## config.mk

```make
export PLATFORM = sky130hd
export DESIGN_NAME = park_sequencer
export DESIGN_NICKNAME = d
export VERILOG_FILES = /design/src/rtl/park_pkg.sv /design/src/rtl/park_sequencer_tick_gen.sv /design/src/rtl/park_sequencer.sv
export SDC_FILE = /design/constraint.sdc
export NUM_CORES = 1
export LEC_CHECK = 0
export ABC_AREA = 1
export CORE_UTILIZATION = 45
export DETAILED_ROUTE_END_ITERATION = 10
export HOLD_SLACK_MARGIN = 0.05
export MAX_ROUTING_LAYER = met4
export PLACE_DENSITY = 0.65
export SLEW_MARGIN = 5
export SYNTH_ARGS = -nofsm -noshare
export SYNTH_HDL_FRONTEND = slang
export SYNTH_SLANG_ARGS = --single-unit
```

## constraint.sdc

```tcl
create_clock -name clk -period 2.32 [get_ports clk]
set_input_delay 0.464 -clock clk [delete_from_list [all_inputs] [get_ports clk]]
set_output_delay 0.464 -clock clk [all_outputs]
set_load 0.02 [all_outputs]
```

## src/rtl/park_pkg.sv

```systemverilog
// Shared state and slot encodings for the parking mission sequencer.
package park_pkg;

  typedef enum logic [2:0] {
    IDLE   = 3'd0,
    CRUISE = 3'd1,
    SETTLE = 3'd2,
    PARK   = 3'd3,
    DONE   = 3'd4,
    FAULT  = 3'd5
  } state_t;

  localparam logic [1:0] PARK_NONE     = 2'b00;
  localparam logic [1:0] PARK_SLANT    = 2'b01;
  localparam logic [1:0] PARK_REVERSE  = 2'b10;
  localparam logic [1:0] PARK_PARALLEL = 2'b11;

endpackage

```

## src/rtl/park_sequencer_tick_gen.sv

```systemverilog
// Free-running prescaler; tick_c is high for the last clk of every TICK-clk period.
module tick_gen #(
  parameter int unsigned TICK = 2400
) (
  input  logic clk,
  input  logic rst,
  output logic tick_c
);

  localparam int unsigned W = (TICK > 1) ? $clog2(TICK) : 1;

  logic [W-1:0] cnt;

  assign tick_c = (cnt == W'(TICK - 1));

  always_ff @(posedge clk or posedge rst) begin
    if (rst) begin
      cnt <= '0;
    end else if (tick_c) begin
      cnt <= '0;
    end else begin
      cnt <= cnt + W'(1);
    end
  end

endmodule

```

## src/rtl/park_sequencer.sv

```systemverilog
// Mission controller: line-following cruise, debounced marker confirm, settle stop,
// timed parking manoeuvre with done/fault reporting to the top level.
module park_sequencer
  import park_pkg::*;
#(
  parameter int unsigned TICK         = 2400,
  parameter int unsigned DEB_TICKS    = 200,
  parameter int unsigned SETTLE_TICKS = 5000,
  parameter int unsigned LOST_TICKS   = 3000,
  parameter int unsigned PARK_TO      = 60000
) (
  input  logic       clk,
  input  logic       rst,
  input  logic       start,
  input  logic       abort,
  input  logic [4:0] turn_in,
  input  logic       marker,
  input  logic [1:0] slot_type,
  input  logic       park_f,
  output logic       drive_en,
  output logic [1:0] park,
  output logic [4:0] turn_out,
  output logic [2:0] state_o,
  output logic       done,
  output logic       fault
);

  localparam int unsigned MAX_A = (DEB_TICKS > SETTLE_TICKS) ? DEB_TICKS : SETTLE_TICKS;
  localparam int unsigned MAX_B = (LOST_TICKS > PARK_TO) ? LOST_TICKS : PARK_TO;
  localparam int unsigned MAX_P = (MAX_A > MAX_B) ? MAX_A : MAX_B;
  localparam int unsigned CW    = $clog2(MAX_P + 1);
  localparam logic [CW-1:0] CNT_MAX = CW'(MAX_P);

  state_t        state, state_n;
  logic          tick_c;
  logic [CW-1:0] tcnt, deb_cnt, lost_cnt;
  logic [1:0]    guard;
  logic          armed;
  logic [1:0]    slot, slot_n;
  logic          clr_c, confirm_c, lost_c;
  logic          drive_en_n, done_n, fault_n;
  logic [1:0]    park_n;
  logic [4:0]    turn_n;

  tick_gen #(.TICK(TICK)) u_tick (
    .clk    (clk),
    .rst    (rst),
    .tick_c (tick_c)
  );

  assign confirm_c = (state == CRUISE) && tick_c && marker && armed &&
                     (deb_cnt >= CW'(DEB_TICKS - 1));
  assign lost_c    = (state == CRUISE) && tick_c && (turn_in == 5'b00000) &&
                     (lost_cnt >= CW'(LOST_TICKS - 1));
  assign clr_c     = abort || (state_n != state);

  always_ff @(posedge clk or posedge rst) begin
    if (rst) begin
      state <= IDLE;
    end else begin
      state <= state_n;
    end
  end

  // Next state plus the values every output register will take at the same edge.
  always_comb begin
    state_n    = state;
    slot_n     = slot;
    drive_en_n = 1'b0;
    park_n     = PARK_NONE;
    turn_n     = 5'b00000;
    done_n     = 1'b0;
    fault_n    = 1'b0;

    case (state)
      IDLE: begin
        if (start) state_n = CRUISE;
      end
      CRUISE: begin
        if (confirm_c) begin
          slot_n = slot_type;
          if (slot_type != PARK_NONE) state_n = SETTLE;
        end else if (lost_c) begin
          state_n = FAULT;
        end
      end
      SETTLE: begin
        if (tick_c && (tcnt >= CW'(SETTLE_TICKS - 1))) state_n = PARK;
      end
      PARK: begin
        if ((guard == 2'd2) && !park_f) begin
          state_n = DONE;
        end else if (tick_c && (tcnt >= CW'(PARK_TO - 1))) begin
          state_n = FAULT;
        end
      end
      DONE:    state_n = DONE;
      FAULT:   state_n = FAULT;
      default: state_n = IDLE;
    endcase

    if (abort) state_n = IDLE;

    drive_en_n = (state_n == CRUISE);
    if ((state_n == PARK) || (state_n == DONE)) park_n = slot_n;
    if (drive_en_n) turn_n = turn_in;
    done_n  = (state_n == DONE);
    fault_n = (state_n == FAULT);
  end

  always_ff @(posedge clk or posedge rst) begin
    if (rst) begin
      drive_en <= 1'b0;
      park     <= PARK_NONE;
      turn_out <= 5'b00000;
      state_o  <= 3'd0;
      done     <= 1'b0;
      fault    <= 1'b0;
      slot     <= PARK_NONE;
    end else begin
      drive_en <= drive_en_n;
      park     <= park_n;
      turn_out <= turn_n;
      state_o  <= state_n;
      done     <= done_n;
      fault    <= fault_n;
      slot     <= slot_n;
    end
  end

  // Per-state timers, marker debounce and the post-entry park_f guard; all restart on entry.
  always_ff @(posedge clk or posedge rst) begin
    if (rst) begin
      tcnt     <= '0;
      deb_cnt  <= '0;
      lost_cnt <= '0;
      guard    <= 2'd0;
      armed    <= 1'b1;
    end else if (clr_c) begin
      tcnt     <= '0;
      deb_cnt  <= '0;
      lost_cnt <= '0;
      guard    <= 2'd0;
      armed    <= 1'b1;
    end else begin
      if (guard != 2'd2) guard <= guard + 2'd1;
      if (tick_c && (tcnt != CNT_MAX)) tcnt <= tcnt + CW'(1);
      if ((state == CRUISE) && tick_c) begin
        if (!marker) begin
          deb_cnt <= '0;
          armed   <= 1'b1;
        end else if (confirm_c) begin
          // Confirmed an empty slot: stay disarmed until the marker drops.
          deb_cnt <= '0;
          armed   <= 1'b0;
        end else if (armed && (deb_cnt != CNT_MAX)) begin
          deb_cnt <= deb_cnt + CW'(1);
        end
        if (turn_in != 5'b00000) begin
          lost_cnt <= '0;
        end else if (lost_cnt != CNT_MAX) begin
          lost_cnt <= lost_cnt + CW'(1);
        end
      end
    end
  end

endmodule
```

==> results.cfg <==
[status]
outcome = finished, violations left
violations = negative setup slack

[worst_setup_path]
cp-end-kind = flip-flop
crit_path_frequent_cell = nor2_4
path_buf_inv = 2
cp_top_family = simple AND/OR/NAND/NOR gates
cp-start-kind = flip-flop
path_class = flip-flop to flip-flop
cp_cell_sequence = ha_2 -> nand2_4 -> nor2_4 -> nand3_4 -> nor2_4 -> nand4_1 -> nand2_1 -> nand2_2 -> nand3_2 -> nand2_4 -> nor2_4 -> buf_6 -> nand3_4 -> buf_6 -> nand3_1 -> nand2_1
crit_slowest_cell = dfrtp_1
worstPathRequired_ns = 2.57
crit_arrival_ns = 2.60
crit_path_max_fanout = 7
cpPeakStageDelay_ns = 0.37

[synth]
synth_top_family_by_area = simple AND/OR/NAND/NOR gates
ys_seq_area_frac = 0.409
synth.area.mux_share = 0
synth-main-ff-cell = dfrtp_1
synth_adder_area_share = 0.0236
synth.avg_cell_area_um2 = 7.18
synth-seq-cells = 78
synthArstFlopShare = 1.00
synth_compound_area_frac = 0.0417
synth_edf_count = 0
yosysUniqueCellTypes = 38
synthesis.instances = 665
synth_simple_gate_area_frac = 0.397
synth_xor_area_frac = 0.0385
synth_area_mm2 = 0.00477
ys_warn_count = 0
synth_nets = 687

[sta]
slew-limit-headroom = 0.661
period_share = 1.02
skew_ns = 0.00522
hold_violations = 0
max_freq_ghz = 0.424
layout_min_cycle_time_ns = 2.36
tightest_slew_ns = 0.504
finalWorstSetupSlack_ns = -0.0359
rsz0062_at_grt = yes
tns_ns = -0.215
setup_viol = 12
slew_viol_final = 0

[power]
power_frac_seq = 0.443
switching_share = 0.242
p_per_area_mw_per_mm2 = 534
p_switching_uw = 769
p_leak_nw = 2.79
comb_power_share = 0.132
pwr-share-clk = 0.425
power_mw = 3.18
irDropWorstVdd_v = 0.000236
internal-power_mw = 2.41

[drt]
drtAntennaViolNets = 0
routedWlPerCell_um = 12.6
drtIter0Drc = 255
wirelength_mm = 11.1
avgViaCountPerCell = 5.06
vias = 4446
remaining_drc_errors = 0
drt_pass1_iterations = 5

[layout]
finalNetCount = 760
layout_commonest_cell = nand2_1
drive_gt1_frac = 0.166
diodes = 0
layout_common_cells = nand2_1, nor2_1, inv_1, dfrtp_1, nand3_1
areaGrowthSynthToFinish_pct = 24.6

[floorplanning]
core_mm2 = 0.0103
placementRows = 37
die_h_um = 105
die-width_um = 105
io_pins = 26
initial_utilization = 0.462
dieArea_mm2 = 0.0110

[cts]
hold_buffers = 0
cts_max_level = 3
clockBufferDepth = 2
path_clk_slew_ns = 0.08
cts_made_buffers = 9
cts-root-buf = clkbuf_8
clk_latency_ns = 0.35
cts_tree = built
clock_sinks = 78

[placement]
gp_congestion = 0.918
dp_hpwl_mm = 7.83
io_buffers = 25

[global_routing]
track_usage = 0.215
grt_max_degree = 79
grt_pass1_wl_mm = 18.9
grt_pass1_vias = 4274
antenna_found_initial = 0
grt_overflow = 0

[hold_path]
min_path_type = flip-flop to flip-flop

[flow_run]
cap_violations = 0
through the flow:
step                       util  instances  cell area, µm²  hold slack, ns  worst slack [ns]
final                     0.576        879            5950           0.479           -0.0359
after global routing      0.576        879            5950           0.513            -0.170
after CTS                 0.559        875            5780           0.489           0.00723
after detailed placement  0.533        859            5510           0.466            -0.188
after global placement    0.533        859            5510           0.459            -0.177
after floorplan               -        665            4780           0.439            0.0951
worst register-to-register path, cell delays in order (launching register included):
cell and delay, ns:
dfrtp_1 0.37, ha_2 0.22, nand2_4 0.07, nor2_4 0.14
nand3_4 0.12, nor2_4 0.11, nand4_1 0.13, nand2_1 0.11
nand2_2 0.08, nand3_2 0.08, nand2_4 0.06, nor2_4 0.18
buf_6 0.13, nand3_4 0.14, buf_6 0.20, nand3_1 0.07
nand2_1 0.06
repair_timing:
action	in CTS	in global routing
gates resized for setup	0	43
setup buffers	0	4
hold endpoints to repair	0	0
setup endpoints to repair	0	51
state kept, by name, indices dropped and copies added (netlist names):
register    cells
armed           1
deb_cnt        16
done            1
drive_en        1
fault           1
guard           2
lost_cnt       16
park            2
slot            2
state_o         3
tcnt           16
turn_out        5
u_tick.cnt     12
synth_stat cells, types with 3 or more instances:
cell        n  area share
nand3_4     3       0.011
buf_4       3      0.0047
nor3_1     41       0.043
or2_2       6      0.0079
a21oi_1    11       0.012
clkbuf_1    7      0.0055
xnor2_1     4      0.0073
nand3_1    69       0.072
o21ai_0    15       0.016
nand2_2     3      0.0039
nand4_1    12       0.016
xor2_1     17       0.031
inv_1      90       0.071
nand2_1   166        0.13
inv_2       3      0.0024
nor4_1      6      0.0079
ha_1        9       0.024
nand2_4     4      0.0094
nor2_1     93       0.073
nand3b_1    3      0.0047
dfrtp_1    77        0.40
cells by family after synthesis:
kind of cell,Yosys count
and+or+nand+nor,415
DFF,78
AOI/OAI and AO/OA,35
xor gates and xnor gates,21
adders and majority gates,9
buffers and inverters,107
layout make-up:
class,instances,area (µm²)
Clock inverter,5,129
Inverter,93,357
Timing Repair Buffer,76,689
Fill cell,939,4380
Multi-Input combinational cell,480,2510
Clock buffer,11,141
Sequential cell,78,1950
Tap cell,136,170
final timing paths:
check | from | to | slack [ns] | cells past startpoint
min in group asynchronous | rst | deb_cnt[12] | 0.58 | 3
max in group asynchronous | rst | armed | 1.40 | 3
hold / removal | slot[0] | slot[0] | 0.48 | 2
setup reg to reg | u_tick.cnt[1] | lost_cnt[4] | -0.04 | 16
setup / recovery | u_tick.cnt[1] | lost_cnt[4] | -0.04 | 16
hold reg to reg | slot[0] | slot[0] | 0.48 | 2
per-layer routing:
layer	wire length (µm)	vias up	global-route usage
li1	-	2262	-
met1	5170	2064	0.276
met2	5350	105	0.344
met3	384	15	0.0274
met4	161	0	0.0895
met5	0	-	-
power by group through the flow:
stage | clock network (mW) | registers (mW) | logic [mW]
after floorplan | 0 | 1.44 | 0.212
after global placement | 0 | 1.43 | 0.373
after detailed placement | 0 | 1.43 | 0.380
after CTS | 1.39 | 1.40 | 0.383
after global routing | 1.44 | 1.41 | 0.458
final | 1.35 | 1.41 | 0.418
No activity file was read; power rests on OpenSTA's default activity.
